**src/rtl/mainmenu_select_controller.sv**
```systemverilog
// Main-menu front end: conditions five raw buttons (2-flop sync + saturating
// debounce counter + one-shot press event) and walks a 5-entry, 2-column
// cursor. A confirmed selection emits a one-cycle start pulse and latches
// the chosen entry into mode.
//
// Handshake: start is a single-cycle strobe with no back-pressure; the
// consumer must sample mode on the cycle start is high (mode stays valid
// afterwards until the next launch or reset). busy marks the launched
// period (LAUNCH and WAIT_EXIT) and clears only once menu_enable drops.
module mainmenu_select_controller #(
  parameter int DEBOUNCE_CYCLES = 500000,
  parameter int CNT_W           = 20
) (
  input  logic       clock,
  input  logic       reset,
  input  logic       menu_enable,
  input  logic       btn_up,
  input  logic       btn_down,
  input  logic       btn_left,
  input  logic       btn_right,
  input  logic       btn_select,
  output logic [2:0] sel,
  output logic       start,
  output logic [2:0] mode,
  output logic       busy,
  output logic [1:0] dbg_state
);

  // Button bit positions inside the raw/event vectors.
  localparam int B_UP    = 0;
  localparam int B_DOWN  = 1;
  localparam int B_LEFT  = 2;
  localparam int B_RIGHT = 3;
  localparam int B_SEL   = 4;

  localparam logic [CNT_W-1:0] CNT_SAT   = CNT_W'(DEBOUNCE_CYCLES);
  localparam logic [CNT_W-1:0] CNT_FIRE  = CNT_W'(DEBOUNCE_CYCLES - 1);

  localparam logic [1:0] S_DISABLED  = 2'd0;
  localparam logic [1:0] S_BROWSE    = 2'd1;
  localparam logic [1:0] S_LAUNCH    = 2'd2;
  localparam logic [1:0] S_WAIT_EXIT = 2'd3;

  logic [4:0] raw;
  logic [4:0] ev;
  logic [1:0] state;
  logic [1:0] next_state;
  logic [2:0] sel_nxt;
  logic [2:0] mode_nxt;

  assign raw = {btn_select, btn_right, btn_left, btn_down, btn_up};
  assign dbg_state = state;

  // Per-button conditioning: the counter only counts unbroken synchronized
  // high time, so the fire condition (D-1 -> D) is crossed once per press.
  for (genvar i = 0; i < 5; i++) begin : g_btn
    logic             sync_a;
    logic             sync_s;
    logic [CNT_W-1:0] cnt;
    logic             ev_q;

    // Synchronizer, saturating debounce counter and registered press pulse.
    always_ff @(posedge clock or posedge reset) begin
      if (reset) begin
        sync_a <= 1'b0;
        sync_s <= 1'b0;
        cnt    <= '0;
        ev_q   <= 1'b0;
      end else begin
        sync_a <= raw[i];
        sync_s <= sync_a;
        if (!sync_s) begin
          cnt <= '0;
        end else if (cnt != CNT_SAT) begin
          cnt <= cnt + 1'b1;
        end
        ev_q <= sync_s && (cnt == CNT_FIRE);
      end
    end

    assign ev[i] = ev_q;
  end

  // Cursor movement table; any out-of-range index collapses to entry 0.
  function automatic logic [2:0] nav_step(input logic [2:0] cur, input int dir);
    logic [2:0] r;
    r = 3'd0;
    case (dir)
      B_UP: begin
        case (cur)
          3'd0: r = 3'd2;
          3'd1: r = 3'd0;
          3'd2: r = 3'd1;
          3'd3: r = 3'd4;
          3'd4: r = 3'd3;
          default: r = 3'd0;
        endcase
      end
      B_DOWN: begin
        case (cur)
          3'd0: r = 3'd1;
          3'd1: r = 3'd2;
          3'd2: r = 3'd0;
          3'd3: r = 3'd4;
          3'd4: r = 3'd3;
          default: r = 3'd0;
        endcase
      end
      B_LEFT: begin
        case (cur)
          3'd0, 3'd1, 3'd2: r = cur;
          3'd3: r = 3'd0;
          3'd4: r = 3'd1;
          default: r = 3'd0;
        endcase
      end
      default: begin
        case (cur)
          3'd0: r = 3'd3;
          3'd1: r = 3'd4;
          3'd2: r = 3'd4;
          3'd3, 3'd4: r = cur;
          default: r = 3'd0;
        endcase
      end
    endcase
    return r;
  endfunction

  // FSM state register.
  always_ff @(posedge clock or posedge reset) begin
    if (reset) begin
      state <= S_DISABLED;
    end else begin
      state <= next_state;
    end
  end

  // Next-state logic; menu_enable dropping beats any same-cycle event.
  always_comb begin
    next_state = state;
    case (state)
      S_DISABLED:  if (menu_enable) next_state = S_BROWSE;
      S_BROWSE: begin
        if (!menu_enable) begin
          next_state = S_DISABLED;
        end else if (ev[B_SEL]) begin
          next_state = S_LAUNCH;
        end
      end
      S_LAUNCH:    next_state = S_WAIT_EXIT;
      S_WAIT_EXIT: if (!menu_enable) next_state = S_DISABLED;
      default:     next_state = S_DISABLED;
    endcase
  end

  // Next values of cursor and mode; one event acted on, select > up > down > left > right.
  always_comb begin
    sel_nxt  = sel;
    mode_nxt = mode;
    case (state)
      S_DISABLED: if (menu_enable) sel_nxt = 3'd0;
      S_BROWSE: begin
        if (menu_enable) begin
          if (ev[B_SEL]) begin
            mode_nxt = sel;
          end else if (ev[B_UP]) begin
            sel_nxt = nav_step(sel, B_UP);
          end else if (ev[B_DOWN]) begin
            sel_nxt = nav_step(sel, B_DOWN);
          end else if (ev[B_LEFT]) begin
            sel_nxt = nav_step(sel, B_LEFT);
          end else if (ev[B_RIGHT]) begin
            sel_nxt = nav_step(sel, B_RIGHT);
          end
        end
      end
      default: ;
    endcase
  end

  // Registered outputs; start/busy rise on the same edge the FSM enters LAUNCH.
  always_ff @(posedge clock or posedge reset) begin
    if (reset) begin
      sel   <= 3'd0;
      mode  <= 3'd0;
      start <= 1'b0;
      busy  <= 1'b0;
    end else begin
      sel   <= sel_nxt;
      mode  <= mode_nxt;
      start <= (next_state == S_LAUNCH);
      busy  <= (next_state == S_LAUNCH) || (next_state == S_WAIT_EXIT);
    end
  end

endmodule

```
**config.mk**
```make
export PLATFORM = sky130hd
export DESIGN_NAME = mainmenu_select_controller
export DESIGN_NICKNAME = d
export VERILOG_FILES = /design/src/rtl/mainmenu_select_controller.sv
export SDC_FILE = /design/constraint.sdc
export NUM_CORES = 1
export LEC_CHECK = 0
export CORE_MARGIN = 3
export CORE_UTILIZATION = 45
export CTS_CLUSTER_SIZE = 24
export DETAILED_ROUTE_END_ITERATION = 7
export PLACE_DENSITY = 0.63
export SLEW_MARGIN = 40
export SYNTH_ARGS = -nofsm -noshare
export SYNTH_HDL_FRONTEND = slang
export SYNTH_SLANG_ARGS = --single-unit
```
**constraint.sdc**
```tcl
create_clock -name clock -period 4.63 [get_ports clock]
set_input_delay 1.389 -clock clock [delete_from_list [all_inputs] [get_ports clock]]
set_output_delay 1.389 -clock clock [all_outputs]
set_load 0.02 [all_outputs]
```
==> results.yml, run 1 <==
floorplan:
  start_util: 0.467
  ioPinCount: 18
  die_h_um: 124
  die_area_um2: 15400
  core.rowCount: 42
  chipWidth_um: 124
  core_um2: 13500
clocking:
  insertion_delay_ns: 0.42
  post_cts_buffers: 0
  cts_resized: 0
  holdBufCountCts: 0
  tritoncts: "yes"
  h-tree-depth: 4
  cts_sinks: 124
  root_buffer: "clkbuf_16"
  cts_buffer_depth: 2
  path_clk_slew_ns: 0.05
  cts_made_buffers: 17
logic_synthesis:
  synth-main-ff-cell: "dfrtp_1"
  synth_async_sr_flop_share: 1.00
  ys_seq_area_frac: 0.494
  syn_inst: 656
  ys_seq_elements: 124
  yosysTopAreaCell: "dfrtp_1"
  synth_area_leaders: "dfrtp_1, a21oi_1, xnor2_1, nor2_1, nand2_1"
  netlist.area_leader.share: 0.494
  yosysUniqueCellTypes: 50
  syn_nets: 674
  synth-edff-count: 0
  avgSynthCellArea_um2: 9.58
  syn_area_um2: 6280
  yosys_warnings: 0
job:
  maxCapViolCount: 0
route:
  vias_per_cell: 5.75
  drt_wl_total_um: 12700
  drtIter0Drc: 433
  wl_per_cell_um: 14.6
  first_pass_iters: 6
  ant_nets: 0
  num_vias: 4989
  drc_errors: 0
sta:
  post-route-min-period_ns: 3.00
  fin_crit_sh: 0.648
  finalHoldViolCount: 0
  rsz0062_at_grt: "false"
  final-setup-viol-count: 0
  slew_viol_final: 0
  skew_ns: 0.0115
  max_clock_freq_ghz: 0.333
  slew_headroom: 0.549
  tightest_slew_ns: 0.676
  finalSetupTns_ns: 0
  fin_ws_ns: 1.63
worst_setup_path:
  reg2reg_depth: 5
  criticalPathCategory: "reg -> out"
  crit_chain: "clkdlybuf4s50_1"
  startpoint_type: "flip-flop"
  r2r-start: "g_btn[4].cnt[0]"
  critPathRequiredTime_ns: 3.24
  cp-end-kind: "primary output"
  crit_path_top_delay_cell: "clkdlybuf4s50_1"
  startpoint: "sel[2]"
  cp_num_buf_inv: 1
  crit_arrival_ns: 1.61
  worstPathMaxFanout: 11
  slowest_delay_ns: 0.67
  crit_family: "buffers and inverters"
  path_depth: 1
finish:
  syn_to_final_growth_pct: 16.6
  fillers: 1187
  drive_above_1_share: 0.0666
  antenna_cells: 0
  final_net_count: 696
  final_cells: 867
pwr:
  intPower_mw: 2.16
  switching_share: 0.222
  p_sw_uw: 616
  p_comb_frac: 0.062
  seqPwrFrac: 0.417
  p_leak_nw: 2.86
  p_clk_frac: 0.521
  ir_worst_vdd_v: 0.000249
  p_per_area_nw_per_um2: 379
placement:
  port_buffers: 17
  dp_cells: 835
  dpl.hpwl_um: 8630
  dpl_worst_slack_ns: 1.71
  gp_congestion: 0.811
global_routing:
  grt_pass1_wl_um: 22700
  overflow: 0
  track_usage: 0.183
  grt_pass1_vias: 4894
  grt_start_max_net_pins: 46
  antenna_found_initial: 0
worst_hold_path:
  whs_path_depth: 0
  min_path_type: "reg -> reg"
  hp-start: "g_btn[2].sync_a"
status:
  status: "complete, no violations"
-- cell usage after synthesis (13+ instances only) --
library cell    n
or4_1          22
xor2_1         17
nand4_1        14
nand2_1        51
o21ai_0        32
nor3_1         20
or3_1          26
nor4_1         21
xnor2_1        27
nor2_1         54
o31ai_1        16
dfrtp_1       124
clkbuf_1       13
a21oi_1        51
nand3_1        33
inv_1          32
-- final timing paths --
| path | endpoint | slack, ns |
|---|---|---|
| max in group asynchronous | g_btn[0].cnt[8] | 2.83 |
| worst max-delay path | sel[2] | 1.63 |
| worst max register to register | g_btn[4].cnt[16] | 2.47 |
| min in group asynchronous | g_btn[2].sync_a | 1.26 |
| worst min-delay path | g_btn[2].sync_s | 0.35 |
| worst min register to register | g_btn[2].sync_s | 0.35 |
-- registers in the layout, summed over array words and instances (netlist names) --
| name | count |
|---|---|
| start | 1 |
| sel | 3 |
| dbg_state | 1 |
| busy | 1 |
| mode | 3 |
| g_btn.sync_s | 5 |
| g_btn.ev_q | 5 |
| g_btn.sync_a | 5 |
| g_btn.cnt | 100 |
-- layer usage --
metal | track usage | routed length [um] | vias to the layer above
met5 | 0 | 0 | -
met4 | 0.0554 | 129 | 0
met3 | 0.0490 | 381 | 15
met2 | 0.296 | 6200 | 73
met1 | 0.242 | 5950 | 2478
li1 | - | - | 2423
-- cell type report --
| type | count | area (um2) | share of cell area |
|---|---|---|---|
| multi-input cells | 480 | 2980 | 0.406 |
| clock inverters | 12 | 193 | 0.0263 |
| well taps | 176 | 220 | 0.0301 |
| inverters | 34 | 131 | 0.0179 |
| flip-flops and latches | 124 | 3100 | 0.423 |
| clock buffers | 20 | 457 | 0.0623 |
| repair buffers | 21 | 245 | 0.0335 |
-- layout by cell type (no fill, tap or decap), drive strengths merged, types with 21 or more instances in the layout --
cell type / Yosys / layout
nand2: 52 / 52
or4: 24 / 24
a21oi: 51 / 51
nor2: 54 / 54
inv: 32 / 31
o21ai: 32 / 32
nand3: 34 / 34
or3: 27 / 27
nor4: 21 / 21
dfrtp: 124 / 124
xnor2: 27 / 27
-- cells by family after synthesis --
group,synth area share
adders and majority gates,0.0199
and+or+nand+nor,0.278
buffers and inverters,0.0321
DFF,0.494
AOI/OAI and AO/OA,0.101
muxes,0.0145
xor gates and xnor gates,0.0613
-- per-stage QoR --
step / power [mW] / instance area, um2 / util / hold slack, ns
floorplan: 1.28 / 6290 / - / 0.331
global placement: 1.34 / 6640 / 0.494 / 0.333
detailed placement: 1.35 / 6680 / 0.496 / 0.337
CTS: 2.81 / 7330 / 0.545 / 0.350
global route: 2.89 / 7330 / 0.545 / 0.357
finish: 2.78 / 7330 / 0.545 / 0.348
-- power groups by stage --
stage	sequential, mW	combinational (mW)	clock, mW
floorplan	1.17	0.102	0
finish	1.16	0.171	1.45
CTS	1.16	0.175	1.48
global route	1.16	0.196	1.53
global placement	1.17	0.169	0
detailed placement	1.17	0.174	0
(Power assumes the default switching activity.)
==> run 2, diff against run 1 <==
--- a/config.mk
+++ b/config.mk
@@ -9,7 +9,7 @@
 export CORE_UTILIZATION = 45
 export CTS_CLUSTER_SIZE = 24
 export DETAILED_ROUTE_END_ITERATION = 7
-export PLACE_DENSITY = 0.63
+export PLACE_DENSITY = 0.6
 export SLEW_MARGIN = 40
 export SYNTH_ARGS = -nofsm -noshare
 export SYNTH_HDL_FRONTEND = slang
==> constraint.sdc (replaced) <==
create_clock -name clock -period 2.8 [get_ports clock]
set_input_delay 0.84 -clock clock [delete_from_list [all_inputs] [get_ports clock]]
set_output_delay 0.84 -clock clock [all_outputs]
set_load 0.02 [all_outputs]
==> results.yml, run 2 (synthesis results as in run 1) <==
status:
  status: "complete, no violations"
route:
  vias_per_cell: 5.69
  wl_per_cell_um: 14.8
  drt_wl_total_um: 12800
  drc_errors: 0
  num_vias: 4920
  drtIter0Drc: 294
  first_pass_iters: 4
  ant_nets: 0
clocking:
  insertion_delay_ns: 0.41
  post_cts_buffers: 0
  holdBufCountCts: 0
  path_clk_slew_ns: 0.05
  cts_resized: 0
  root_buffer: "clkbuf_16"
  tritoncts: "yes"
  cts_buffer_depth: 2
  cts_made_buffers: 17
  h-tree-depth: 4
  cts_sinks: 124
sta:
  holdWs_ns: 0.346
  fin_ws_ns: 0.319
  finalSetupTns_ns: 0
  post-route-min-period_ns: 2.48
  tightest_slew_ns: 0.669
  skew_ns: 0.00800
  slew_viol_final: 0
  rsz0062_at_grt: "false"
  max_clock_freq_ghz: 0.403
  slew_headroom: 0.553
  fin_crit_sh: 0.886
  finalHoldViolCount: 0
  final-setup-viol-count: 0
floorplan:
  die_h_um: 124
  start_util: 0.467
  die_area_um2: 15400
  ioPinCount: 18
  chipWidth_um: 124
  core_um2: 13500
  core.rowCount: 42
finish:
  postLayoutCellArea_um2: 7220
  layout_common_cells: "dfrtp_1, nor2_1, nand2_1, a21oi_1, nand3_1"
  final_net_count: 696
  largest_register_ffs: 100
  syn_to_final_growth_pct: 15.0
  largest_register: "g_btn.cnt"
  drive_above_1_share: 0.0610
  final_common_cell: "dfrtp_1"
  antenna_cells: 0
  utilization: 0.537
worst_setup_path:
  crit_chain: "clkdlybuf4s50_1"
  critPathRequiredTime_ns: 1.96
  crit_family: "buffers and inverters"
  crit_path_top_delay_cell: "clkdlybuf4s50_1"
  startpoint: "sel[2]"
  reg2reg_depth: 5
  r2r-start: "g_btn[4].cnt[0]"
  crit_arrival_ns: 1.64
  criticalPathCategory: "reg -> out"
  cp_num_buf_inv: 1
  cp-end-kind: "primary output"
  startpoint_type: "flip-flop"
  worstPathMaxFanout: 11
  slowest_delay_ns: 0.68
  path_depth: 1
global_routing:
  grt_pass1_wl_um: 22400
  grt_start_max_net_pins: 45
  grt_pass1_vias: 4853
  antenna_found_initial: 0
  track_usage: 0.181
  overflow: 0
pwr:
  p_per_area_nw_per_um2: 583
  ir_worst_vdd_v: 0.000570
  p_leak_nw: 2.80
placement:
  dpl.hpwl_um: 8680
  port_buffers: 17
  gp_congestion: 0.805
  dpl_worst_slack_ns: 0.472
  placed_cell_area_um2: 6680
worst_hold_path:
  min_path_type: "reg -> reg"
  hp-start: "g_btn[0].sync_a"
  whs_path_depth: 0
job:
  maxCapViolCount: 0
[run 2: final timing paths]
check,to,slack [ns]
worst max-delay path,sel[2],0.32
worst min-delay path,g_btn[0].sync_s,0.35
worst max register to register,g_btn[4].cnt[18],0.64
worst min register to register,g_btn[0].sync_s,0.35
max in group asynchronous,g_btn[3].cnt[5],1.32
min in group asynchronous,g_btn[4].cnt[16],0.77
[run 2: area by class of cell]
type	count	area [um2]
fillers	1224	6230
flip-flops and latches	124	3100
multi-input cells	480	2980
clock buffers	22	474
repair buffers	21	250
well taps	176	220
inverters	34	131
clock inverters	7	67.6
[run 2: per-stage QoR]
stage / cells / power [mW]
floorplan: 656 / 2.11
global placement: 835 / 2.22
detailed placement: 835 / 2.24
CTS: 864 / 4.26
global route: 864 / 4.39
finish: 864 / 4.21
[run 2: worst reg2reg max path, cell delays in order (launching register included)]
cell and delay (ns):
dfrtp_1 0.47, ha_1 0.26, nand4_1 0.27, or3_1 0.49, or4_1 0.44, a21oi_1 0.15
[run 2: layer usage]
layer,track usage,vias to the layer above,share of wire
li1,-,2423,-
met3,0.0490,14,0.029
met1,0.237,2414,0.48
met4,0.0643,0,0.015
met5,0,-,0
met2,0.288,69,0.47
[run 2: report_power, final]
| part | switching [mW] | internal [mW] |
|---|---|---|
| Sequential | 0.0834 | 1.84 |
| Clock | 0.734 | 1.27 |
| Combinational | 0.169 | 0.117 |
| Total | 0.986 | 3.22 |
==> run 3, diff against run 2 <==
--- a/config.mk
+++ b/config.mk
@@ -6,10 +6,10 @@
 export NUM_CORES = 1
 export LEC_CHECK = 0
 export CORE_MARGIN = 3
-export CORE_UTILIZATION = 45
+export CORE_UTILIZATION = 50
 export CTS_CLUSTER_SIZE = 24
 export DETAILED_ROUTE_END_ITERATION = 7
-export PLACE_DENSITY = 0.6
+export PLACE_DENSITY = 0.66
 export SLEW_MARGIN = 40
 export SYNTH_ARGS = -nofsm -noshare
 export SYNTH_HDL_FRONTEND = slang
==> constraint.sdc (replaced) <==
create_clock -name clock -period 2.8 [get_ports clock]
set_input_delay 0.84 -clock clock [delete_from_list [all_inputs] [get_ports clock]]
set_output_delay 0.84 -clock clock [all_outputs]
set_load 0.005 [all_outputs]
==> results.yml, run 3 (synthesis results as in run 1) <==
worst_setup_path:
  crit_family: "buffers and inverters"
  crit_arrival_ns: 1.54
  slowest_delay_ns: 0.57
  critPathRequiredTime_ns: 1.96
  startpoint_type: "flip-flop"
  criticalPathCategory: "reg -> out"
  worstPathMaxFanout: 11
  r2r-start: "g_btn[4].cnt[0]"
  crit_path_top_delay_cell: "clkdlybuf4s50_1"
  startpoint: "sel[2]"
  cp_num_buf_inv: 1
  cp-end-kind: "primary output"
  crit_chain: "clkdlybuf4s50_1"
finish:
  syn_to_final_growth_pct: 15.1
  final_net_count: 697
  layout_common_cells: "dfrtp_1, nor2_1, nand2_1, a21oi_1, nand3_1"
  final_cells: 860
  drive_above_1_share: 0.0621
  antenna_cells: 0
  largest_register: "g_btn.cnt"
  final_common_cell: "dfrtp_1"
  utilization: 0.594
  largest_register_ffs: 100
pwr:
  intPower_mw: 3.32
  ir_worst_vdd_v: 0.000466
  p_leak_nw: 2.82
  power.total_mw: 4.30
  p_sw_uw: 977
  p_comb_frac: 0.061
  switching_share: 0.227
  seqPwrFrac: 0.445
  p_clk_frac: 0.494
  p_per_area_nw_per_um2: 595
sta:
  max_clock_freq_ghz: 0.420
  final-setup-viol-count: 0
  skew_ns: 0.00514
  fin_crit_sh: 0.850
  finalSetupTns_ns: 0
  slew_headroom: 0.528
  fin_ws_ns: 0.419
  finalHoldViolCount: 0
  rsz0062_at_grt: "false"
  post-route-min-period_ns: 2.38
  slew_viol_final: 0
  tightest_slew_ns: 0.702
route:
  drtIter0Drc: 320
  num_vias: 4914
  wl_per_cell_um: 14.1
  drt_wl_total_um: 12100
  first_pass_iters: 7
  drc_errors: 0
  vias_per_cell: 5.71
  ant_nets: 0
placement:
  dpl.hpwl_um: 8080
  dpl_worst_slack_ns: 0.501
  dp_cells: 828
  gp_congestion: 0.833
  port_buffers: 17
floorplan:
  die_area_um2: 13900
  core_um2: 12200
  start_util: 0.517
  die_h_um: 118
  ioPinCount: 18
  chipWidth_um: 118
  core.rowCount: 40
global_routing:
  overflow: 0
  antenna_found_initial: 0
  grt_pass1_vias: 4654
  grt_pass1_wl_um: 21600
  track_usage: 0.189
  grt_start_max_net_pins: 43
clocking:
  h-tree-depth: 4
  insertion_delay_ns: 0.42
  tritoncts: "yes"
  post_cts_buffers: 0
  root_buffer: "clkbuf_16"
  cts_buffer_depth: 2
  cts_sinks: 124
  path_clk_slew_ns: 0.05
  cts_resized: 0
  cts_made_buffers: 17
  holdBufCountCts: 0
job:
  maxCapViolCount: 0
worst_hold_path:
  hp-start: "g_btn[1].sync_a"
  min_path_type: "reg -> reg"
status:
  status: "complete, no violations"
-- run 3: cell types whose count changed in the layout (fill, tap and decap cells not counted), sizes merged --
cell / change
buf: +1
bufinv: +1
clkbuf: +3
clkinv: +1
clkinvlp: -2
-- run 3: area by class of cell --
type                    count  area, um2
inverters                  34        131
repair buffers             22        233
well taps                 168        210
multi-input cells         480       2980
fillers                  1024       4930
flip-flops and latches    124       3100
clock buffers              25        485
clock inverters             7       87.6
-- run 3: layer usage --
layer  global-route usage  vias to the layer above  wire [um]
li1                     -                     2426          -
met4               0.0821                        0        209
met5                    0                        -          0
met1                0.249                     2396       5610
met2                0.295                       71       5900
met3               0.0514                       21        391
-- run 3: final timing paths --
path | end | slack, ns | cells after the start
worst max-delay path | sel[2] | 0.42 | 1
worst min-delay path | g_btn[1].sync_s | 0.34 | 0
worst max register to register | g_btn[4].cnt[18] | 0.66 | 5
worst min register to register | g_btn[1].sync_s | 0.34 | 0
max in group asynchronous | g_btn[3].sync_s | 1.42 | 3
min in group asynchronous | dbg_state[0] | 0.80 | 2
-- run 3: power by group through the flow --
stage | registers (mW) | clock network, mW | logic (mW)
2_1_floorplan | 1.92 | 0 | 0.169
3_3_place_gp | 1.94 | 0 | 0.256
3_5_place_dp | 1.94 | 0 | 0.265
4_1_cts | 1.91 | 2.18 | 0.268
5_1_grt | 1.92 | 2.26 | 0.302
6_report | 1.91 | 2.13 | 0.261
-- run 3: through the flow --
stage          hold WS, ns  instance area, um2
6_report             0.345                7230
5_1_grt              0.354                7230
4_1_cts              0.348                7230
3_5_place_dp         0.336                6660
3_3_place_gp         0.333                6660
2_1_floorplan        0.331                6290
